[src/rtl/clock_pkg.sv]
// Shared encodings and default timing for the clock set-mode controller.
// Timing values are in 10 ms ticks.
package clock_pkg;

  typedef enum logic [2:0] {
    STATUS_TIME   = 3'd0,
    STATUS_HOUR   = 3'd1,
    STATUS_MINUTE = 3'd2,
    STATUS_MONTH  = 3'd3,
    STATUS_DAY    = 3'd4
  } status_e;

  localparam logic [3:0] MASK_ALL   = 4'b1111;
  localparam logic [3:0] MASK_LEFT  = 4'b1100;
  localparam logic [3:0] MASK_RIGHT = 4'b0011;
  localparam logic [3:0] MASK_NONE  = 4'b0000;

  localparam int REPEAT_DELAY_DEF = 50;
  localparam int REPEAT_RATE_DEF  = 10;
  localparam int TIMEOUT_DEF      = 3000;
  localparam int BLINK_HALF_DEF   = 25;

  function automatic status_e next_status(input status_e s);
    case (s)
      STATUS_TIME:   next_status = STATUS_HOUR;
      STATUS_HOUR:   next_status = STATUS_MINUTE;
      STATUS_MINUTE: next_status = STATUS_MONTH;
      STATUS_MONTH:  next_status = STATUS_DAY;
      default:       next_status = STATUS_TIME;
    endcase
  endfunction

endpackage

[src/rtl/key_repeat.sv]
// Add-key auto-repeat: counts held ticks, fires once at REPEAT_DELAY and then
// every REPEAT_RATE ticks. repeat_pulse is combinational; the parent registers it.
module key_repeat
  import clock_pkg::*;
#(
  parameter int REPEAT_DELAY = REPEAT_DELAY_DEF,
  parameter int REPEAT_RATE  = REPEAT_RATE_DEF
) (
  input  logic clock,
  input  logic reset,
  input  logic tick,
  input  logic level,
  input  logic clear,
  output logic repeat_pulse
);

  localparam int HOLD_W = $clog2(REPEAT_DELAY + 1);
  localparam int RATE_W = $clog2(REPEAT_RATE + 1);
  localparam logic [HOLD_W-1:0] HOLD_FIRST  = HOLD_W'(REPEAT_DELAY - 1);
  localparam logic [HOLD_W-1:0] HOLD_SAT    = HOLD_W'(REPEAT_DELAY);
  localparam logic [RATE_W-1:0] RATE_RELOAD = RATE_W'(REPEAT_RATE - 1);

  logic [HOLD_W-1:0] hold_q, hold_d;
  logic [RATE_W-1:0] rate_q, rate_d;

  always_ff @(posedge clock or negedge reset) begin
    if (!reset) begin
      hold_q <= '0;
      rate_q <= '0;
    end else begin
      hold_q <= hold_d;
      rate_q <= rate_d;
    end
  end

  // Once the hold count saturates, the rate down-counter alone paces the pulses.
  always_comb begin
    hold_d       = hold_q;
    rate_d       = rate_q;
    repeat_pulse = 1'b0;
    if (clear || !level) begin
      hold_d = '0;
      rate_d = '0;
    end else if (tick) begin
      if (hold_q == HOLD_SAT) begin
        if (rate_q == '0) begin
          repeat_pulse = 1'b1;
          rate_d       = RATE_RELOAD;
        end else begin
          rate_d = rate_q - RATE_W'(1);
        end
      end else begin
        hold_d = hold_q + HOLD_W'(1);
        if (hold_q == HOLD_FIRST) begin
          repeat_pulse = 1'b1;
          rate_d       = RATE_RELOAD;
        end
      end
    end
  end

endmodule

[src/rtl/clock_set_controller.sv]
// Set-mode sequencer for the clock: mode/add keys to status, increment pulses,
// seconds run/clear and blinking digit mask.
//   state          | meaning
//   STATUS_TIME    | normal time display, seconds running
//   STATUS_HOUR    | adjusting hours (left pair blinks)
//   STATUS_MINUTE  | adjusting minutes (right pair blinks)
//   STATUS_MONTH   | adjusting month (left pair blinks)
//   STATUS_DAY     | adjusting day (right pair blinks)
module clock_set_controller
  import clock_pkg::*;
#(
  parameter int REPEAT_DELAY = REPEAT_DELAY_DEF,
  parameter int REPEAT_RATE  = REPEAT_RATE_DEF,
  parameter int TIMEOUT      = TIMEOUT_DEF,
  parameter int BLINK_HALF   = BLINK_HALF_DEF
) (
  input  logic       clock,
  input  logic       reset,
  input  logic       tick_10ms,
  input  logic       key_mode_press,
  input  logic       key_add_press,
  input  logic       key_add_level,
  output logic [2:0] status,
  output logic       inc_minute,
  output logic       inc_hour,
  output logic       inc_day,
  output logic       inc_month,
  output logic       clock_run,
  output logic       second_clear,
  output logic [3:0] digit_mask
);

  localparam int IDLE_W  = $clog2(TIMEOUT + 1);
  localparam int BLINK_W = $clog2(BLINK_HALF + 1);
  localparam logic [IDLE_W-1:0]  IDLE_LAST  = IDLE_W'(TIMEOUT - 1);
  localparam logic [BLINK_W-1:0] BLINK_LAST = BLINK_W'(BLINK_HALF - 1);

  status_e            status_q, status_d;
  logic [3:0]         inc_q, inc_d;
  logic               clock_run_q, clock_run_d;
  logic               second_clear_q, second_clear_d;
  logic [3:0]         digit_mask_q, digit_mask_d;
  logic [IDLE_W-1:0]  idle_q, idle_d;
  logic [BLINK_W-1:0] blink_cnt_q, blink_cnt_d;
  logic               blink_phase_q, blink_phase_d;

  logic status_legal, in_set, status_chg, timeout_hit, rpt_clear, repeat_pulse, visible;

  assign status_legal = (status_q <= STATUS_DAY);
  assign in_set       = status_legal && (status_q != STATUS_TIME);

  always_comb begin
    status_d    = status_q;
    timeout_hit = in_set && tick_10ms && (idle_q == IDLE_LAST)
                  && !key_mode_press && !key_add_press;
    if (!status_legal)       status_d = STATUS_TIME;
    else if (key_mode_press) status_d = next_status(status_q);
    else if (timeout_hit)    status_d = STATUS_TIME;
  end

  assign status_chg = (status_d != status_q);
  assign rpt_clear  = status_chg || !in_set;

  key_repeat #(
    .REPEAT_DELAY(REPEAT_DELAY),
    .REPEAT_RATE (REPEAT_RATE)
  ) u_key_repeat (
    .clock       (clock),
    .reset       (reset),
    .tick        (tick_10ms),
    .level       (key_add_level),
    .clear       (rpt_clear),
    .repeat_pulse(repeat_pulse)
  );

  always_comb begin
    inc_d          = '0;
    clock_run_d    = clock_run_q;
    second_clear_d = 1'b0;
    idle_d         = idle_q;
    blink_cnt_d    = blink_cnt_q;
    blink_phase_d  = blink_phase_q;
    digit_mask_d   = MASK_ALL;

    // Manual press and repeat pulse merge into one request; a mode change suppresses both.
    if (!status_chg && in_set && (key_add_press || repeat_pulse)) begin
      case (status_q)
        STATUS_MINUTE: inc_d[0] = 1'b1;
        STATUS_HOUR:   inc_d[1] = 1'b1;
        STATUS_DAY:    inc_d[2] = 1'b1;
        STATUS_MONTH:  inc_d[3] = 1'b1;
        default:       inc_d    = '0;
      endcase
    end

    if (status_chg && (status_d == STATUS_TIME)) begin
      clock_run_d    = 1'b1;
      second_clear_d = !clock_run_q;
    end else if (|inc_d) begin
      clock_run_d = 1'b0;
    end

    if (status_chg || key_mode_press || key_add_press) idle_d = '0;
    else if (tick_10ms && in_set)                      idle_d = idle_q + IDLE_W'(1);

    if (status_chg) begin
      blink_cnt_d   = '0;
      blink_phase_d = 1'b1;
    end else if (tick_10ms) begin
      if (blink_cnt_q == BLINK_LAST) begin
        blink_cnt_d   = '0;
        blink_phase_d = !blink_phase_q;
      end else begin
        blink_cnt_d = blink_cnt_q + BLINK_W'(1);
      end
    end

    visible = blink_phase_d || key_add_level;
    case (status_d)
      STATUS_HOUR, STATUS_MONTH:  digit_mask_d = visible ? MASK_LEFT  : MASK_NONE;
      STATUS_MINUTE, STATUS_DAY:  digit_mask_d = visible ? MASK_RIGHT : MASK_NONE;
      default:                    digit_mask_d = MASK_ALL;
    endcase
  end

  always_ff @(posedge clock or negedge reset) begin
    if (!reset) begin
      status_q       <= STATUS_TIME;
      inc_q          <= '0;
      clock_run_q    <= 1'b1;
      second_clear_q <= 1'b0;
      digit_mask_q   <= MASK_ALL;
      idle_q         <= '0;
      blink_cnt_q    <= '0;
      blink_phase_q  <= 1'b1;
    end else begin
      status_q       <= status_d;
      inc_q          <= inc_d;
      clock_run_q    <= clock_run_d;
      second_clear_q <= second_clear_d;
      digit_mask_q   <= digit_mask_d;
      idle_q         <= idle_d;
      blink_cnt_q    <= blink_cnt_d;
      blink_phase_q  <= blink_phase_d;
    end
  end

  assign status       = status_q;
  assign inc_minute   = inc_q[0];
  assign inc_hour     = inc_q[1];
  assign inc_day      = inc_q[2];
  assign inc_month    = inc_q[3];
  assign clock_run    = clock_run_q;
  assign second_clear = second_clear_q;
  assign digit_mask   = digit_mask_q;

endmodule
[config.mk]
export PLATFORM = sky130hd
export DESIGN_NAME = clock_set_controller
export DESIGN_NICKNAME = d
export VERILOG_FILES = /design/src/rtl/clock_pkg.sv /design/src/rtl/key_repeat.sv /design/src/rtl/clock_set_controller.sv
export SDC_FILE = /design/constraint.sdc
export NUM_CORES = 1
export LEC_CHECK = 0
export BUFFER_PORTS_ARGS = -buffer_cell sky130_fd_sc_hd__clkbuf_2
export CAP_MARGIN = 20
export CELL_PAD_IN_SITES_DETAIL_PLACEMENT = 1
export CELL_PAD_IN_SITES_GLOBAL_PLACEMENT = 1
export CORE_MARGIN = 2
export CORE_UTILIZATION = 46
export DETAILED_ROUTE_END_ITERATION = 7
export GPL_TIMING_DRIVEN = 1
export MAX_ROUTING_LAYER = met4
export PLACE_DENSITY_LB_ADDON = 0.05
export SLEW_MARGIN = 15
export SYNTH_ARGS = -nofsm -noshare
export SYNTH_HDL_FRONTEND = slang
export SYNTH_HIERARCHICAL = 1
export SYNTH_SLANG_ARGS = --single-unit
[constraint.sdc]
create_clock -name clock -period 3.9 [get_ports clock]
set_input_delay 0.195 -clock clock [delete_from_list [all_inputs] [get_ports clock]]
set_output_delay 0.195 -clock clock [all_outputs]
set_load 0.02 [all_outputs]
==> impl_metrics.env, run 1 <==
export IMPL_yosys_register_bits=39
export IMPL_cts_num_sinks=39
export IMPL_layout_nets=264
export IMPL_io_pins=19
export IMPL_synth_cell_types=52
export IMPL_peakVddDrop_mv=0.1893
export IMPL_rows=25
export IMPL_cpPeakStageDelay_ns=0.58
export IMPL_setup_viol_count_final=0
export IMPL_synth_xor_area_share_pct=5.959
export IMPL_synth_simple_gate_area_share_pct=25.43
export IMPL_max_cap_viol_count=0
export IMPL_wl_per_cell_um=15.54
export IMPL_path_max_fanout=13
export IMPL_critical_path_slowest_cell="dfrtp_1"
export IMPL_power_share_sequential_pct=43.5
export IMPL_num_vias=1700
export IMPL_synth_compound_area_share_pct=11.80
export IMPL_clk_path_buf_depth=2
export IMPL_p_int_uw=742.3
export IMPL_initial_utilization_pct=47.30
export IMPL_end_kind="register"
export IMPL_powerDensity_nw_per_um2=495.9
export IMPL_required_ns=4.14
export IMPL_vias_per_cell=5.611
export IMPL_drtPass1Iterations=4
export IMPL_gr_total_overflow=0
export IMPL_timing_rr_start="status[2]"
export IMPL_drive_gt1_share_pct=15.26
export IMPL_r2r_cells=13
export IMPL_final_hold_violation_count=0
export IMPL_clk_pin_slew_ns=0.08
export IMPL_path_cells="inv_1 > ha_1 > and4_1 > nand4_1 > o21ai_4 > inv_1 > nand2_1 > nand2b_1 > nor3b_1 > or2_2 > o2111ai_1 > o21ai_0 > nand2_1"
export IMPL_worstPathArrival_ns=3.74
export IMPL_critPathBufInv=2
export IMPL_timing_hold_ws_ns=0.03386
export IMPL_cts_resized=0
export IMPL_grt_max_degree=40
export IMPL_power_mw=1.192
export IMPL_cts_setup_buffers=0
export IMPL_synth_area_leader_cell="dfrtp_1"
export IMPL_ys_seq_area_share_pct=44.49
export IMPL_startpoint_type="register"
export IMPL_synthTopCellsByArea="dfrtp_1 40%, ha_1 5.7%, dfstp_2 4.8%, xor2_1 4.4%, nor2_1 3.9%"
export IMPL_grt_pass1_wl_um=8066
export IMPL_max_slew_margin_pct=36.35
export IMPL_cts_tree="built"
export IMPL_hold_path_class="primary input to asynchronous set/reset pin"
export IMPL_dp_hpwl_um=3500
export IMPL_place_congestion=0.8666
export IMPL_cts_buffers_inserted=5
export IMPL_n_fill_cell=551
export IMPL_synth_top_area_share_pct=39.73
export IMPL_synthFlopType="dfrtp_1"
export IMPL_die_h_um=73.23
export IMPL_worst_pin_slew_ns=0.9548
export IMPL_worst_slack_ns=0.4034
export IMPL_area_delta_synth_final_pct=9.024
export IMPL_netlist_instances=232
export IMPL_fmax_ghz=0.2860
export IMPL_grt_pass1_vias=1751
export IMPL_p_comb_share_pct=30.9
export IMPL_switching_share_pct=37.73
export IMPL_fp_dieW_um=73.23
export IMPL_syn_area_um2=2205
export IMPL_finClkSkew_ns=0.004708
export IMPL_r2r_slack_ns=0.40
export IMPL_drt_iter0_markers=75
export IMPL_drc=0
export IMPL_die_area_um2=5363
export IMPL_synthMuxAreaShare_pct=0.9081
export IMPL_worstSkewPairLatency_ns=0.30
export IMPL_postSynth_asyncResetShare_pct=100.0
export IMPL_utilization_pct=51.57
export IMPL_synth_fa_ha_area_share_pct=5.675
export IMPL_hold_buffers=0
export IMPL_finalCritPeriodShare_pct=89.66
export IMPL_diodes=0
export IMPL_htreeDepth=2
export IMPL_status="finished clean"
export IMPL_ys_warn_count=6
export IMPL_rr_endpoint="clock_run"
export IMPL_crit_family="simple AND/OR/NAND/NOR gates"
export IMPL_synth_top_family_by_area="simple AND/OR/NAND/NOR gates"
export IMPL_switching_power_uw=449.8
export IMPL_p_leak_nw=1.027
export IMPL_syn_avg_cell_area_um2=9.503
export IMPL_ant_nets=0
export IMPL_synth_edf_count=0
export IMPL_grt_antenna_before_repair=0
export IMPL_setup_tns_ns=0
export IMPL_io_buffers=18
export IMPL_clkPwrFrac_pct=25.6
export IMPL_syn_nets=248
export IMPL_rsz0062_at_grt="no"
export IMPL_track_usage_pct=20.59
export IMPL_root_buffer="clkbuf_8"
export IMPL_slew_violations=0
export IMPL_design_core_area_um2=4661
export IMPL_layout_min_cycle_time_ns=3.497
export IMPL_totalWireLength_um=4708
export IMPL_pre_cts_ws_ns=0.4002
export IMPL_critical_path_class="register to register"
## synthesized netlist by cell type, drive strengths merged (5+ instances only)
master	count
nand2	22
nand4	5
nor3	8
nand3	9
buf	6
o21ai	9
a21oi	15
inv	16
xor2	11
nand2b	6
dfrtp	35
or3	5
nor2	23
ha	10
## how the worst max path moves through the flow
stage,from,end,cells past startpoint
floorplan,status[0],clock_run,15
global placement,status[2],clock_run,13
detailed placement,status[2],clock_run,13
CTS,status[2],clock_run,13
global route,status[2],clock_run,13
finish,status[2],clock_run,13
## per-stage QoR
| stage | std cells | area, µm² |
|---|---|---|
| 4_1_cts | 303 | 2396 |
| 3_5_place_dp | 295 | 2296 |
| 3_3_place_gp | 295 | 2296 |
| 5_1_grt | 303 | 2404 |
| 6_report | 303 | 2404 |
| 2_1_floorplan | 232 | 2205 |
## cell type report
type                            count  area, µm²  area share [%]
Timing Repair Buffer               18      90.09           3.748
Sequential cell                    39      980.9           40.81
Clock buffer                        8      100.1           4.164
Tap cell                           54      67.56           2.811
Inverter                           16      60.06           2.499
Multi-Input combinational cell    168       1105           45.97
## cell usage in the layout (no fill, tap or decap), types with 4 or more instances in the layout
| cell type | netlist | routed |
|---|---|---|
| a21oi_1 | 14 | 14 |
| clkbuf_2 | 1 | 18 |
| clkbuf_8 | 0 | 7 |
| dfrtp_1 | 35 | 35 |
| dfstp_2 | 4 | 4 |
| ha_1 | 10 | 10 |
| inv_1 | 16 | 16 |
| nand2_1 | 22 | 22 |
| nand2b_1 | 6 | 6 |
| nand3_1 | 9 | 9 |
| nand4_1 | 5 | 5 |
| nor2_1 | 23 | 23 |
| nor3_1 | 8 | 8 |
| o21ai_0 | 7 | 7 |
| xnor2_1 | 4 | 4 |
| xor2_1 | 11 | 11 |
## power groups by stage
stage                     sequential, mW  clock, mW  combinational (mW)
after global placement             0.520          0               0.355
after floorplan                    0.535          0               0.273
after detailed placement           0.528          0               0.364
after global routing               0.530      0.332               0.411
final                              0.519      0.305               0.368
after CTS                          0.520      0.318               0.367
## layer usage
layer	vias to the layer above	global-route usage, %	share of wire [%]
met1	835	23.99	46
met3	7	5.387	2.9
li1	837	-	-
met4	0	7.819	1.8
met2	21	33.93	49
met5	-	-	0
## flip-flops by register name (all words and copies together), names as in the netlist, 2 cells and up
name                 flops
u_key_repeat/hold_q      6
inc_q                    4
blink_cnt_q              5
idle_q                  12
u_key_repeat/rate_q      4
status                   3
digit_mask               2
## kinds of logic (layout without fill, tap and decap cells)
kind of cell	count (synthesis)	in the layout
and+or+nand+nor	101	101
AOI/OAI and AO/OA	40	40
DFF	39	39
buffers and inverters	25	42
xor gates and xnor gates	15	15
adders and majority gates	10	10
muxes	2	2
Power figures use the tool's default switching activity.
==> run 2, diff against run 1 <==
--- a/config.mk
+++ b/config.mk
@@ -5,15 +5,15 @@
 export SDC_FILE = /design/constraint.sdc
 export NUM_CORES = 1
 export LEC_CHECK = 0
+export ABC_AREA = 1
 export BUFFER_PORTS_ARGS = -buffer_cell sky130_fd_sc_hd__clkbuf_2
 export CAP_MARGIN = 20
 export CELL_PAD_IN_SITES_DETAIL_PLACEMENT = 1
-export CELL_PAD_IN_SITES_GLOBAL_PLACEMENT = 1
+export CELL_PAD_IN_SITES_GLOBAL_PLACEMENT = 2
 export CORE_MARGIN = 2
-export CORE_UTILIZATION = 46
+export CORE_UTILIZATION = 35
 export DETAILED_ROUTE_END_ITERATION = 7
 export GPL_TIMING_DRIVEN = 1
-export MAX_ROUTING_LAYER = met4
 export PLACE_DENSITY_LB_ADDON = 0.05
 export SLEW_MARGIN = 15
 export SYNTH_ARGS = -nofsm -noshare
==> run 2 against run 1 <==
Count of clock-buffer cells in the layout is 1 lower. Wire length up 6.8%. Design area up 5.6%. Combinational power up 32%. Core utilization fell by 11 points. Sequential share of layout area shrank 2.2 points. Maximum frequency increased by 3.8%. Register-to-register slack better by 0.13 ns. Non-clock buffer count increased by 3. Worst setup slack gained 0.13 ns. Power increased by 6.4%. Critical endpoint is now inc_q[0]. Largest cell class unchanged.
==> impl_metrics.env, run 2 <==
export IMPL_area_delta_synth_final_pct=11.67
export IMPL_synth_cell_types=33
export IMPL_final_common_cell="nand2_1"
export IMPL_cts_tree="built"
export IMPL_ys_warn_count=6
export IMPL_ant_nets=0
export IMPL_synth_area_leader_cell="dfrtp_1"
export IMPL_peakVddDrop_mv=0.2489
export IMPL_top_usage_layer="met2"
export IMPL_synth_edf_count=0
export IMPL_syn_area_um2=2273
export IMPL_max_slew_margin_pct=73.55
export IMPL_synthTopCellsByArea="dfrtp_1 39%, nand2_1 10%, inv_1 6.1%, nor2_1 5.9%, ha_1 5.5%"
export IMPL_final_hold_violation_count=0
export IMPL_cpPeakStageDelay_ns=0.46
export IMPL_critPathBufInv=4
export IMPL_max_cap_viol_count=0
export IMPL_setup_tns_ns=0
export IMPL_rsz0062_at_grt="no"
export IMPL_ys_seq_area_share_pct=43.15
export IMPL_worst_pin_slew_ns=0.3931
export IMPL_largest_reg_flops=12
export IMPL_required_ns=4.11
export IMPL_grtUsageMet3_pct=2.753
export IMPL_drive_gt1_share_pct=16.61
export IMPL_grt_max_degree=40
export IMPL_startpoint_type="register"
export IMPL_cts_resized=0
export IMPL_cts_buffers_inserted=5
export IMPL_final_cell_mix="62 x nand2_1, 37 x inv_1, 36 x nor2_1"
export IMPL_die_h_um=84.60
export IMPL_setup_viol_count_final=0
export IMPL_dp_hpwl_um=3785
export IMPL_root_buffer="clkbuf_8"
export IMPL_power_mw=1.268
export IMPL_powerDensity_nw_per_um2=499.4
export IMPL_netlist_instances=282
export IMPL_drtPass1Iterations=4
export IMPL_gr_total_overflow=0
export IMPL_grt_use_met2_pct=24.91
export IMPL_io_buffers=18
export IMPL_track_usage_pct=15.58
export IMPL_grt_pass1_wl_um=8949
export IMPL_num_vias=1795
export IMPL_synthFlopType="dfrtp_1"
export IMPL_switching_share_pct=42.28
export IMPL_finalCritPeriodShare_pct=86.36
export IMPL_pre_cts_ws_ns=0.5336
export IMPL_final_cells=384
export IMPL_drt_iter0_markers=67
export IMPL_switching_power_uw=536.1
export IMPL_place_congestion=0.7508
export IMPL_initial_utilization_pct=36.01
export IMPL_synth_top_area_share_pct=38.53
export IMPL_end_kind="register"
export IMPL_hold_path_class="primary input to register"
export IMPL_worstPathArrival_ns=3.58
export IMPL_critical_path_slowest_cell="dfrtp_1"
export IMPL_htreeDepth=2
export IMPL_largestRegisters="idle_q (12), u_key_repeat/hold_q (6), blink_cnt_q (5)"
export IMPL_p_int_uw=731.8
export IMPL_p_comb_share_pct=38.4
export IMPL_layout_min_cycle_time_ns=3.368
export IMPL_yosys_register_bits=39
export IMPL_yosysMostFrequentCell="nand2_1"
export IMPL_worstSkewPairLatency_ns=0.29
export IMPL_vias_per_cell=4.674
export IMPL_critical_path_class="register to register"
export IMPL_layout_nets=322
export IMPL_path_max_fanout=9
export IMPL_finClkSkew_ns=0.002429
export IMPL_syn_avg_cell_area_um2=8.062
export IMPL_slew_violations=0
export IMPL_grt_antenna_before_repair=0
export IMPL_syn_nets=298
export IMPL_grt_pass1_vias=1904
export IMPL_worst_slack_ns=0.5319
export IMPL_fp_dieW_um=84.60
export IMPL_fmax_ghz=0.2969
export IMPL_drc=0
export IMPL_wl_per_cell_um=13.09
export IMPL_clk_path_buf_depth=2
export IMPL_postSynth_asyncResetShare_pct=100.0
export IMPL_path_cells="inv_1 > nand2_1 > inv_1 > ha_1 > nand2_4 > inv_2 > nand2_2 > nor2_1 > nand2_1 > nand2_1 > nand2_1 > nand3_1 > nand2_1 > nand2_1 > nor2_4 > nand2_1 > nor2_1 > inv_1 > nor3_1 > or2_2 > nand3_1 > nor3_1"
export IMPL_power_share_sequential_pct=40.1
export IMPL_cts_num_sinks=39
export IMPL_dp_cells=374
export IMPL_clk_pin_slew_ns=0.08
export IMPL_use_met1_pct=21.00
export IMPL_die_area_um2=7156
export IMPL_rows=29
export IMPL_cp_common_cell="nand2_1"
export IMPL_status="finished clean"
export IMPL_synth_commonest_cells="62 x nand2_1, 37 x inv_1, 36 x nor2_1"
export IMPL_diodes=0
export IMPL_design_core_area_um2=6314
export IMPL_largest_register="idle_q"
export IMPL_io_pins=19
export IMPL_clkPwrFrac_pct=21.5
export IMPL_p_leak_nw=1.228
export IMPL_crit_family="simple AND/OR/NAND/NOR gates"
export IMPL_totalWireLength_um=5026
[run 2: cells by family (layout without fill, tap and decap cells)]
family | Yosys count | count (layout) | share of synthesized area (%)
simple gates | 159 | 159 | 33.85
buf+inv | 43 | 68 | 8.200
flops | 39 | 39 | 43.15
compound gates | 19 | 19 | 4.678
xor+xnor | 12 | 12 | 4.623
fa+ha+maj | 10 | 10 | 5.504
[run 2: layout make-up]
| type | instances | area (µm²) |
|---|---|---|
| inverter | 39 | 146.4 |
| sequential | 39 | 980.9 |
| timing repair buffer | 21 | 127.6 |
| clock inverter | 1 | 5.005 |
| multi-input combinational | 200 | 1106 |
| clock buffer | 7 | 76.32 |
| fill | 790 | 3775 |
| tap | 77 | 96.34 |
[run 2: path summary, 6_finish.rpt]
kind | from | endpoint | slack, ns | cells past startpoint
worst min register to register | clock_run | clock_run | 0.47 | 2
max in group asynchronous | reset | digit_mask[2] | 3.06 | 3
worst min-delay path | key_add_level | digit_mask[2] | 0.28 | 4
min in group asynchronous | reset | u_key_repeat/rate_q[3] | 0.31 | 2
worst max-delay path | status[1] | inc_q[0] | 0.53 | 22
worst max register to register | status[1] | inc_q[0] | 0.53 | 22
[run 2: what timing repair did]
item | CTS | global route
hold buffers | 0 | 1
setup endpoints to repair | 0 | 0
setup buffers | 0 | 0
hold endpoints to repair | 0 | 9
[run 2: through the flow]
stage          cell area, µm²  hold slack [ns]  util, %
2_1_floorplan            2273          -0.1006        -
3_3_place_gp             2427           0.4267    38.45
3_5_place_dp             2427           0.4400    38.45
4_1_cts                  2509           0.1161    39.73
5_1_grt                  2539           0.3220    40.21
6_report                 2539           0.2812    40.21
[run 2: layer usage]
metal	vias to the layer above	wire length (µm)
met2	16	2310
met3	6	136
met5	-	0
met1	837	2508
li1	936	-
met4	0	72
[run 2: worst register-to-register path, cell delays in order, from the launching register on]
cell     delay (ns)
dfrtp_1        0.46
inv_1          0.13
nand2_1        0.14
inv_1          0.08
ha_1           0.36
nand2_4        0.14
inv_2          0.06
nand2_2        0.07
nor2_1         0.04
nand2_1        0.11
nand2_1        0.06
nand2_1        0.08
nand3_1        0.13
nand2_1        0.09
nand2_1        0.08
nor2_4         0.23
nand2_1        0.08
nor2_1         0.14
inv_1          0.14
nor3_1         0.22
or2_2          0.15
nand3_1        0.13
nor3_1         0.17
[run 2: power groups by stage]
stage	clock, mW	combinational [mW]	sequential (mW)
floorplan	0	0.343	0.544
global placement	0	0.496	0.517
finish	0.273	0.487	0.508
detailed placement	0	0.496	0.518
CTS	0.287	0.499	0.510
global route	0.302	0.562	0.518
